### config.mk
export PLATFORM = sky130hd
export DESIGN_NAME = gon_rr_bus
export DESIGN_NICKNAME = d
export VERILOG_FILES = /design/src/rtl/gon_rr_bus.sv
export SDC_FILE = /design/constraint.sdc
export NUM_CORES = 1
export LEC_CHECK = 0
export ABC_AREA = 1
export CAP_MARGIN = 20
export CORE_ASPECT_RATIO = 0.6
export CORE_MARGIN = 1
export CORE_UTILIZATION = 40
export DETAILED_ROUTE_END_ITERATION = 10
export PLACE_DENSITY = 0.85
export REMOVE_ABC_BUFFERS = 1
export SLEW_MARGIN = 30
export SYNTH_ARGS = -nofsm -noshare
export SYNTH_HDL_FRONTEND = slang
export SYNTH_SLANG_ARGS = --single-unit
### constraint.sdc
create_clock -name clk -period 5.2 [get_ports clk]
set_clock_uncertainty 0.05 [all_clocks]
set_input_delay 1.56 -clock clk [delete_from_list [all_inputs] [get_ports clk]]
set_output_delay 1.56 -clock clk [all_outputs]
set_load 0.03 [all_outputs]
### src/rtl/gon_rr_bus.sv
// gon_rr_bus: buffered GON bus stage. Gathers beats from NUM_MASTER masters
// whose scan-loaded ID matches the broadcast tag, arbitrates among eligible
// masters and queues accepted beats in a FIFO_DEPTH-entry output buffer.
// Optional feature macro: GON_RR_ARB_EN (round-robin arbitration); when it is
// undefined the lowest eligible index wins.
module gon_rr_bus #(
   parameter int NUM_MASTER = 8,
   parameter int ID_BITS    = 4,
   parameter int DATA_W     = 32,
   parameter int FIFO_DEPTH = 2
) (
   input  logic                         clk,
   input  logic                         rst,
   input  logic [ID_BITS-1:0]           tag,
   input  logic                         set_id,
   input  logic [ID_BITS-1:0]           id_scan_in,
   output logic [ID_BITS-1:0]           id_scan_out,
   input  logic [NUM_MASTER-1:0]        master_valid,
   output logic [NUM_MASTER-1:0]        master_ready,
   input  logic [NUM_MASTER*DATA_W-1:0] master_data,
   output logic                         slave_valid,
   input  logic                         slave_ready,
   output logic [DATA_W-1:0]            slave_data
);

   localparam int PTR_W = $clog2(NUM_MASTER);
   localparam int AW    = $clog2(FIFO_DEPTH);
   localparam int CW    = $clog2(FIFO_DEPTH + 1);

   logic [ID_BITS-1:0]    id [NUM_MASTER];
   logic [NUM_MASTER-1:0] elig;
   logic [PTR_W-1:0]      ptr;
   logic [PTR_W-1:0]      gnt_idx;
   logic                  gnt_found;
   logic [DATA_W-1:0]     push_data;
   logic [DATA_W-1:0]     mem [FIFO_DEPTH];
   logic [AW-1:0]         wr_ptr;
   logic [AW-1:0]         rd_ptr;
   logic [CW-1:0]         count;
   logic                  full;
   logic                  push;
   logic                  pop;

   // ID scan chain: shifts toward the highest master index while set_id is high
   always_ff @(posedge clk) begin
      if (!rst) begin
         for (int unsigned k = 0; k < NUM_MASTER; k++) id[k] <= '0;
      end else if (set_id) begin
         id[0] <= id_scan_in;
         for (int unsigned k = 1; k < NUM_MASTER; k++) id[k] <= id[k-1];
      end
   end

   assign id_scan_out = id[NUM_MASTER-1];

   // Eligibility: valid master whose ID matches the tag, suppressed during scan
   always_comb begin
      elig = '0;
      for (int unsigned k = 0; k < NUM_MASTER; k++)
         elig[k] = master_valid[k] & (id[k] == tag) & ~set_id;
   end

   // Grant search: first eligible index at or above ptr, wrapping to 0
   always_comb begin
      int unsigned k;
      gnt_found = 1'b0;
      gnt_idx   = '0;
      push_data = '0;
      k         = 0;
      for (int unsigned i = 0; i < NUM_MASTER; i++) begin
         k = (32'(ptr) + i) % NUM_MASTER;
         if (!gnt_found && elig[k]) begin
            gnt_found = 1'b1;
            gnt_idx   = PTR_W'(k);
            push_data = master_data[DATA_W*k +: DATA_W];
         end
      end
   end

   assign full = (count == CW'(FIFO_DEPTH));

   // Ready to the granted master only; uses registered full so slave_ready
   // has no combinational path here
   always_comb begin
      master_ready = '0;
      if (rst && gnt_found && !full) master_ready[gnt_idx] = 1'b1;
   end

   assign push = |master_ready;
   assign pop  = slave_valid & slave_ready;

`ifdef GON_RR_ARB_EN
   // Round-robin pointer: moves past the master that just transferred
   always_ff @(posedge clk) begin
      if (!rst) begin
         ptr <= '0;
      end else if (push) begin
         ptr <= (gnt_idx == PTR_W'(NUM_MASTER - 1)) ? '0 : gnt_idx + 1'b1;
      end
   end
`else
   assign ptr = '0;
`endif

   // FIFO pointers and occupancy
   always_ff @(posedge clk) begin
      if (!rst) begin
         wr_ptr <= '0;
         rd_ptr <= '0;
         count  <= '0;
      end else begin
         if (push) wr_ptr <= wr_ptr + 1'b1;
         if (pop)  rd_ptr <= rd_ptr + 1'b1;
         case ({push, pop})
            2'b10:   count <= count + 1'b1;
            2'b01:   count <= count - 1'b1;
            default: count <= count;
         endcase
      end
   end

   // FIFO storage; push is already blocked during reset
   always_ff @(posedge clk) begin
      if (push) mem[wr_ptr] <= push_data;
   end

   assign slave_valid = (count != '0);
   assign slave_data  = mem[rd_ptr];

endmodule
==> flow_metrics.tcl <==
set metrics [dict create \
    critical_path.startpoint_type "input pin" \
    syn2layout_area_growth_pct 59.4 \
    run_status "finished clean" \
    synth_edf_count 96 \
    r2r_start "id[0][0]$_SDFFCE_PN0P_" \
    clock_latency_ns 0.34 \
    place_ws_ns -0.0627 \
    slew_violations 0 \
    ant_nets 0 \
    rsz0062_at_grt "false" \
    grt_pass1_wl_um 34400 \
    tightest_slew_ns 0.919 \
    layout-drive-gt1-share 0.108 \
    track_usage 0.270 \
    end_kind "primary output" \
    start_util 0.418 \
    hold_class "reg2reg" \
    grt_pass1_vias 6495 \
    worstPathArrival_ns 3.43 \
    synth_seq_area_share 0.457 \
    via_per_inst 5.00 \
    ys_async_sr_fraction 0 \
    syn_inst 851 \
    port_buffers 320 \
    finalCritPeriodShare 0.969 \
    cts_buffers 9 \
    yosys.area.top_type "edfxtp_1" \
    fin_nets 1455 \
    first_pass_iters 6 \
    dpl.hpwl_um 17600 \
    synth_ff_type "edfxtp_1" \
    drv_cap 0 \
    cts_root_buffer "clkbuf_16" \
    rows 35 \
    antenna_found_initial 0 \
    clk_pin_slew_ns 0.07 \
    globalplace.congestion 0.894 \
    relSlewSlack 0.387 \
    synth_top_area_frac 0.441 \
    worst_slack_ns 0.163 \
    totalWireLength_um 23200 \
    io_pins 321 \
    synth_seq_cells 101 \
    drtIter0Drc 439 \
    cp_data_required_time_ns 3.59 \
    hp-start "rd_ptr$_SDFFE_PN0P_" \
    routed-via-count 6929 \
    syn_area_um2 6530 \
    drc 0 \
    worstPathMaxFanout 5 \
    post-route-min-period_ns 5.04 \
    netlist_top_cells_count "nand2_1, nor2_1, nand3_1" \
    grt_max_degree 33 \
    chipWidth_um 167 \
    finalPower_mw 2.24 \
    grt_overflow 0 \
    ys_types 36 \
    cts.sinks 101 \
    yosys_warnings 0 \
    die_h_um 101 \
    worstSetupPathType "in2out" \
    cts_buffer_depth 2 \
    leakage_nw 4.46 \
    fill_cells 1313 \
    post_drt_wl_per_cell_um 16.7 \
    ir_drop_mv 0.127 \
    ys_top_cells_by_area "edfxtp_1, nand2_1, nand3_1" \
    setup-violations-final 0 \
    fmax_mhz 199 \
    final_hold_viol_count 0 \
    syn_area_per_cell_um2 7.67 \
    yosysMostFrequentCell "nand2_1" \
    cp-startpoint "master_valid[0]" \
    h-tree-depth 3 \
    die-area_um2 16900 \
    antenna_cells 0 \
    coreArea_um2 15600 \
    cts_tree "yes" \
    power_density_nw_per_um2 216 \
]
## layer usage
metal | wire length, um | part of all wire | global-route usage | up-vias
met5 | 0 | 0 | 0 | -
met4 | 383 | 0.017 | 0.0755 | 0
met3 | 2190 | 0.094 | 0.0664 | 31
met2 | 10800 | 0.46 | 0.456 | 323
met1 | 9870 | 0.43 | 0.346 | 3168
li1 | - | - | - | 3407
## cell type report
cell class	instances	area, um^2	share of cell area
Sequential cell	101	2980	0.287
Clock inverter	2	15.0	0.00144
Inverter	95	360	0.0346
Timing Repair Buffer	358	3510	0.337
Tap cell	203	254	0.0244
Multi-Input combinational cell	613	3000	0.288
Clock buffer	14	287	0.0275
## kinds of logic (layout without fill, tap and decap cells)
| family | after synthesis | after routing | share of synthesized area |
|---|---|---|---|
| XOR/XNOR | 1 | 1 | 0.00134 |
| adder cells (fa/ha/maj) | 1 | 1 | 0.00192 |
| multiplexers | 32 | 32 | 0.0552 |
| AO/OA/AOI/OAI | 48 | 48 | 0.0377 |
| buffers and inverters | 137 | 469 | 0.0947 |
| flip-flops | 101 | 101 | 0.457 |
| AND/OR/NAND/NOR | 531 | 531 | 0.352 |
## cells in the final DEF (no fill, tap or decap), drive strengths merged, types with 2 or more instances in the layout
cell type      instances
inv                   94
buf                   46
a21oi                 35
clkinvlp               2
nand3b                 2
or2                    3
dfxtp                  5
nor2                 126
clkdlybuf4s50        307
mux2                  32
nor4                   2
dlymetal6s2s           4
nor3                   4
clkbuf                14
edfxtp                96
o21ai                 10
nand4                 14
nand2                275
nand3                105
## flip-flops by register name, summed over array words and instances (netlist names), named ones only
signal,count
rd_ptr,1
count,2
wr_ptr,1
id,32
mem,64
## critical path, cell delays in order
cell             delay [ns]
clkdlybuf4s50_1        0.47
nand2_1                0.05
a21oi_1                0.21
nand3_4                0.15
nand3_4                0.17
nor2_8                 0.06
nand4_4                0.12
nor2_1                 0.05
nor2_1                 0.16
nand2_1                0.12
nor2_1                 0.14
buf_4                  0.18
## per-stage QoR
step           std cells  instance area (um^2)  hold slack, ns  TNS (ns)  utilization
2_1_floorplan        809                  6270           0.375    -0.220            -
3_3_place_gp        1367                 10000           0.372         0        0.641
3_5_place_dp        1367                 10000           0.399    -0.134        0.641
4_1_cts             1383                 10300           0.410         0        0.661
5_1_grt             1386                 10400           0.430         0        0.666
6_report            1386                 10400           0.417         0        0.666
## final timing paths
path	slack (ns)	to	cells after the start
hold reg to reg	0.42	rd_ptr$_SDFFE_PN0P_	1
hold / removal	0.42	rd_ptr$_SDFFE_PN0P_	1
setup reg to reg	2.63	mem[1][30]$_DFFE_PP_	13
setup / recovery	0.16	master_ready[5]	12
## power by group
part	leakage [nW]	internal [mW]	total [mW]	switching, mW
sequential	0.996	0.938	0.971	0.0331
combinational	3.32	0.331	0.602	0.271
clock	0.139	0.384	0.670	0.286
## timing repair
| action | CTS | global route |
|---|---|---|
| pin swaps | 2 | 11 |
| hold buffers | 0 | 0 |
| gates resized for setup | 5 | 14 |
| buffers inserted | 0 | 3 |
| setup endpoints to repair | 5 | 8 |
No activity file was read; power rests on OpenSTA's default activity.
